File: src/rtl/uart_port_tx.sv
// uart_port_tx: 8N1 UART return path for 16-bit output-port words, queued in a small FIFO.
// Pop to start bit in 1 cycle; words stream with no gaps; writes while FULL are dropped and set OVERFLOW.
// Build option UART_TX_HEX_EN: send each word as 4 ASCII hex digits + CR LF instead of 2 raw bytes.

module uart_port_tx_fifo #(
  parameter int WIDTH = 16,
  parameter int DEPTH = 4
) (
  input  logic             clk,
  input  logic             rst,
  input  logic             push,
  input  logic [WIDTH-1:0] push_dat,
  input  logic             pop,
  output logic [WIDTH-1:0] pop_dat,
  output logic             full,
  output logic             empty
);
  localparam int AW = $clog2(DEPTH);

  logic [WIDTH-1:0] mem [DEPTH];
  logic [AW:0]      wr_ptr;
  logic [AW:0]      rd_ptr;

  // The extra pointer bit tells a full ring from an empty one.
  assign empty   = (wr_ptr == rd_ptr);
  assign full    = (wr_ptr[AW] != rd_ptr[AW]) && (wr_ptr[AW-1:0] == rd_ptr[AW-1:0]);
  assign pop_dat = mem[rd_ptr[AW-1:0]];

  always_ff @(posedge clk) begin
    if (rst) begin
      wr_ptr <= '0;
      rd_ptr <= '0;
    end else begin
      if (push && !full) wr_ptr <= wr_ptr + (AW+1)'(1);
      if (pop && !empty) rd_ptr <= rd_ptr + (AW+1)'(1);
    end
  end

  always_ff @(posedge clk) begin
    if (!rst && push && !full) mem[wr_ptr[AW-1:0]] <= push_dat;
  end
endmodule

module uart_port_tx #(
  parameter int CLK_FREQ   = 100000000,
  parameter int BAUD       = 115200,
  parameter int FIFO_DEPTH = 4
) (
  input  logic        CLK,
  input  logic        RST,
  input  logic [15:0] DATA_IN,
  input  logic        WRITE_EN,
  output logic        FULL,
  output logic        BUSY,
  output logic        OVERFLOW,
  output logic        UART_RXD_OUT
);
  localparam int DIV = CLK_FREQ / BAUD;
  localparam int CW  = $clog2(DIV);

`ifdef UART_TX_HEX_EN
  localparam logic [2:0] LAST_BYTE = 3'd5;
`else
  localparam logic [2:0] LAST_BYTE = 3'd1;
`endif

  typedef enum logic [1:0] {IDLE, START, DATA, STOP} state_t;

  state_t        state;
  state_t        state_nxt;
  logic [CW-1:0] baud_cnt;
  logic [2:0]    bit_idx;
  logic [2:0]    byte_idx;
  logic [15:0]   word_q;
  logic [15:0]   fifo_dat;
  logic          fifo_full;
  logic          fifo_empty;
  logic          pop;
  logic          next_byte;
  logic          bit_done;
  logic [7:0]    cur_byte;
  logic          tx;

  uart_port_tx_fifo #(
    .WIDTH (16),
    .DEPTH (FIFO_DEPTH)
  ) u_fifo (
    .clk      (CLK),
    .rst      (RST),
    .push     (WRITE_EN),
    .push_dat (DATA_IN),
    .pop      (pop),
    .pop_dat  (fifo_dat),
    .full     (fifo_full),
    .empty    (fifo_empty)
  );

  assign FULL     = fifo_full;
  assign bit_done = (baud_cnt == CW'(DIV-1));

  always_ff @(posedge CLK) begin
    if (RST) state <= IDLE;
    else     state <= state_nxt;
  end

  always_comb begin
    state_nxt = state;
    pop       = 1'b0;
    next_byte = 1'b0;
    case (state)
      IDLE: begin
        if (!fifo_empty) begin
          pop       = 1'b1;
          state_nxt = START;
        end
      end
      START: begin
        if (bit_done) state_nxt = DATA;
      end
      DATA: begin
        if (bit_done && bit_idx == 3'd7) state_nxt = STOP;
      end
      STOP: begin
        if (bit_done) begin
          if (byte_idx != LAST_BYTE) begin
            next_byte = 1'b1;
            state_nxt = START;
          end else if (!fifo_empty) begin
            pop       = 1'b1;
            state_nxt = START;
          end else begin
            state_nxt = IDLE;
          end
        end
      end
      default: state_nxt = IDLE;
    endcase
  end

  always_ff @(posedge CLK) begin
    if (RST) begin
      baud_cnt <= '0;
      bit_idx  <= '0;
      byte_idx <= '0;
      word_q   <= '0;
      OVERFLOW <= 1'b0;
      BUSY     <= 1'b0;
    end else begin
      // Restarting the count at every bit boundary keeps each bit exactly DIV cycles.
      if (state == IDLE || bit_done) baud_cnt <= '0;
      else                           baud_cnt <= baud_cnt + CW'(1);

      if (state == START)                bit_idx <= '0;
      else if (state == DATA && bit_done) bit_idx <= bit_idx + 3'd1;

      if (pop) begin
        word_q   <= fifo_dat;
        byte_idx <= '0;
      end else if (next_byte) begin
        byte_idx <= byte_idx + 3'd1;
      end

      if (WRITE_EN && fifo_full) OVERFLOW <= 1'b1;

      // A write into an idle, empty block shows up here one edge later, when the pop happens.
      BUSY <= (state_nxt != IDLE) || !fifo_empty;
    end
  end

`ifdef UART_TX_HEX_EN
  function automatic logic [7:0] hex_ascii(input logic [3:0] n);
    return (n < 4'd10) ? (8'h30 + {4'h0, n}) : (8'h37 + {4'h0, n});
  endfunction

  always_comb begin
    case (byte_idx)
      3'd0:    cur_byte = hex_ascii(word_q[15:12]);
      3'd1:    cur_byte = hex_ascii(word_q[11:8]);
      3'd2:    cur_byte = hex_ascii(word_q[7:4]);
      3'd3:    cur_byte = hex_ascii(word_q[3:0]);
      3'd4:    cur_byte = 8'h0D;
      default: cur_byte = 8'h0A;
    endcase
  end
`else
  always_comb begin
    cur_byte = (byte_idx == 3'd0) ? word_q[15:8] : word_q[7:0];
  end
`endif

  always_comb begin
    tx = 1'b1;
    case (state)
      START:   tx = 1'b0;
      DATA:    tx = cur_byte[bit_idx];
      default: tx = 1'b1;
    endcase
  end

  assign UART_RXD_OUT = tx;
endmodule

File: config.mk
export PLATFORM = sky130hd
export DESIGN_NAME = uart_port_tx
export DESIGN_NICKNAME = d
export VERILOG_FILES = /design/src/rtl/uart_port_tx.sv
export SDC_FILE = /design/constraint.sdc
export NUM_CORES = 1
export LEC_CHECK = 0
export CORE_UTILIZATION = 45
export CTS_BUF_LIST = sky130_fd_sc_hd__clkbuf_8 sky130_fd_sc_hd__clkbuf_16
export DETAILED_ROUTE_END_ITERATION = 12
export SKIP_LAST_GASP = 1
export SYNTH_ARGS = -nofsm -noshare
export SYNTH_HDL_FRONTEND = slang
export SYNTH_SLANG_ARGS = --single-unit
File: constraint.sdc
create_clock -name CLK -period 3 [get_ports CLK]
set_input_delay 0.3 -clock CLK [delete_from_list [all_inputs] [get_ports CLK]]
set_output_delay 0.3 -clock CLK [all_outputs]
set_load 0.02 [all_outputs]
==> impl_metrics.env <==
export IMPL_final_hold_viol_count=0
export IMPL_final_util_pct=53.4
export IMPL_htree_levels=3
export IMPL_relSlewSlack_pct=62.1
export IMPL_finalMaxSlewViolations=0
export IMPL_grt_use_met2_pct=25.6
export IMPL_cellLeakagePower_uw=0.00180
export IMPL_slowest_stage="clkdlybuf4s50_1"
export IMPL_hold_slack_ns=0.474
export IMPL_critical_path_startpoint="byte_idx[0]"
export IMPL_fmax_ghz=0.358
export IMPL_wl_microns=7360
export IMPL_cts_max_path_buffers=2
export IMPL_cp_cell_sequence="inv_1, ha_1, nand2b_1, mux4_2, and3b_1, a21oi_1, a41oi_1, clkdlybuf4s50_1"
export IMPL_via_count=2417
export IMPL_io_buffers=22
export IMPL_synth_cell_types=38
export IMPL_r2r_start="u_fifo.wr_ptr[2]"
export IMPL_place_congestion=0.745
export IMPL_power_uw=3510
export IMPL_p_per_area_nw_per_um2=701
export IMPL_cp_top_family="buffers and inverters"
export IMPL_rows=35
export IMPL_ys_seq_area_share_pct=62.3
export IMPL_drtIter0Drc=89
export IMPL_crit_path_max_fanout=4
export IMPL_irDropWorstVdd_uv=360
export IMPL_syn_avg_cell_area_sq_um=14.4
export IMPL_yosys_cell_count_top_type="edfxtp_1"
export IMPL_required_ns=2.70
export IMPL_crit_type="reg -> out"
export IMPL_syn_area_sq_um=4430
export IMPL_antenna_found_initial=0
export IMPL_cp_num_buf_inv=2
export IMPL_use_met3_pct=4.14
export IMPL_timing_rr_end="word_q[4]"
export IMPL_status="completed"
export IMPL_die_h_microns=101
export IMPL_grt_pass1_vias=2373
export IMPL_dp_worst_setup_slack_ns=0.629
export IMPL_critPathLaunchType="register"
export IMPL_maxCapViolCount=0
export IMPL_yosysWarnings=0
export IMPL_path_depth=8
export IMPL_areaGrowthSynthToFinish_pct=13.0
export IMPL_overflow=0
export IMPL_grt_total_usage_pct=16.0
export IMPL_cp_arrival_ns=2.49
export IMPL_postCtsHoldBufs=0
export IMPL_dieArea_sq_um=10300
export IMPL_reg2reg_depth=6
export IMPL_viasPerCell=5.16
export IMPL_finalSetupTns_ns=0
export IMPL_clockRootBuffer="clkbuf_8"
export IMPL_finish_net_count=368
export IMPL_synthesis_nets=341
export IMPL_core_region_area_sq_um=9370
export IMPL_die_x_microns=101
export IMPL_netlist_area_leader_share_pct=43.4
export IMPL_critPathMaxStageDelay_ns=0.58
export IMPL_worst_pin_slew_ns=0.569
export IMPL_cts_buffers=9
export IMPL_ios=23
export IMPL_post_drt_wl_per_cell_microns=15.7
export IMPL_synth_edf_count=64
export IMPL_cts_tree="yes"
export IMPL_r2r_slack_ns=0.77
export IMPL_diodes=0
export IMPL_top_usage_layer="met2"
export IMPL_hold_path_class="reg -> reg"
export IMPL_fin_crit_sh_pct=93.2
export IMPL_drive_gt1_share_pct=15.3
export IMPL_ys_flop_type="edfxtp_1"
export IMPL_grt_max_degree=23
export IMPL_clock_latency_ns=0.37
export IMPL_synth_common_cells="edfxtp_1, dfxtp_1, nor2_1"
export IMPL_ctsResizeCount=0
export IMPL_start_util_pct=47.3
export IMPL_post_cts_buffers=0
export IMPL_cts_num_sinks=106
export IMPL_met1_usage_pct=21.9
export IMPL_synth_seq_cells=106
export IMPL_syn_inst=307
export IMPL_worst_slack_ns=0.205
export IMPL_synthArstFlopShare_pct=0
export IMPL_rsz0062_at_grt="no"
export IMPL_grt_pass1_wl_microns=12300
export IMPL_setup_viol=0
export IMPL_finClkSkew_ns=0.0114
export IMPL_drc=0
export IMPL_ys_top_cells_by_area="edfxtp_1, dfxtp_1, mux4_2"
export IMPL_endpoint_kind="primary output"
export IMPL_finalCriticalPeriod_ns=2.79
export IMPL_synth_top_cell_by_area="edfxtp_1"
export IMPL_ant_nets=0
export IMPL_worstSetupEndpoint="UART_RXD_OUT"
export IMPL_clk_pin_slew_ns=0.10
export IMPL_n_fill_cell=803
export IMPL_first_pass_iters=4
export IMPL_dp_hpwl_microns=4720
area by class of cell:
class / count / area [sq um] / area share, %
Clock buffer: 10 / 138 / 2.75
Clock inverter: 6 / 62.6 / 1.25
Inverter: 11 / 41.3 / 0.824
Multi-Input combinational cell: 176 / 1560 / 31.2
Sequential cell: 106 / 2760 / 55.2
Tap cell: 129 / 161 / 3.22
Timing Repair Buffer: 30 / 280 / 5.60
metrics by stage:
stage	instance area, sq um	instances
final	5010	468
after global routing	5010	468
after CTS	5010	468
after detailed placement	4810	452
after global placement	4810	452
after floorplan	4430	307
registers in the layout, indices dropped and copies added, names as in the netlist:
name           flops
state              2
OVERFLOW           1
BUSY               1
bit_idx            3
baud_cnt          10
byte_idx           3
u_fifo.mem        64
u_fifo.rd_ptr      3
word_q            16
u_fifo.wr_ptr      3
routing by layer:
layer  vias up  routed length, microns  part of all wire, %
met5         -                       0                    0
met4         0                      75                  1.0
met3         7                     250                  3.4
met2        41                    3450                   47
met1      1189                    3580                   49
li1       1180                       -                    -
power breakdown:
group / internal, uW / leakage [uW] / switching (uW)
logic: 428 / 0.000772 / 428
registers: 1690 / 0.000923 / 88.4
clock network: 350 / 0.000103 / 524
total: 2470 / 0.00180 / 1040
worst reg2reg max path: cells and delay by family, from the launching register on:
kind,cells,cell delay [ns]
AOI/OAI and AO/OA,1,0.51
and+or+nand+nor,2,0.38
DFF,1,0.34
buffers and inverters,1,0.34
xor gates and xnor gates,1,0.32
muxes,1,0.21
cell usage in the layout (no fill, tap or decap), types with 2 or more instances in the layout:
cell	count
edfxtp_1	64
dfxtp_1	42
nor2_1	41
clkdlybuf4s50_1	22
mux2i_1	21
mux4_2	20
ha_1	15
inv_1	10
xnor2_1	10
nor3_1	10
clkbuf_8	10
buf_4	8
nand2_1	7
nand3_1	6
xor2_1	5
a21oi_1	4
inv_6	4
nand3b_1	3
and3b_1	3
and2_1	3
or3_1	3
and3_1	3
nor2b_1	2
nand2b_1	2
a41oi_1	2
xor2_2	2
a211o_1	2
a22oi_1	2
cells by family (layout without fill, tap and decap cells):
family                     after synthesis  in the layout  share of synthesized area [%]
muxes                                   41             41                           14.9
AOI/OAI and AO/OA                       14             14                           2.23
xor gates and xnor gates                17             17                           3.70
adders and majority gates               15             15                           4.23
buffers and inverters                   25             57                           2.54
and+or+nand+nor                         89             89                           10.1
DFF                                    106            106                           62.3
worst min-delay path by stage:
| stage | startpoint | endpoint | slack (ns) | cells after the start |
|---|---|---|---|---|
| floorplan | DATA_IN[0] | u_fifo.mem[0][0] | 0.40 | 0 |
| global placement | OVERFLOW | OVERFLOW | 0.45 | 2 |
| detailed placement | baud_cnt[0] | baud_cnt[0] | 0.46 | 1 |
| CTS | baud_cnt[0] | baud_cnt[0] | 0.48 | 1 |
| global route | baud_cnt[0] | baud_cnt[0] | 0.50 | 1 |
| finish | baud_cnt[0] | baud_cnt[0] | 0.47 | 1 |
(Power assumes the default switching activity.)
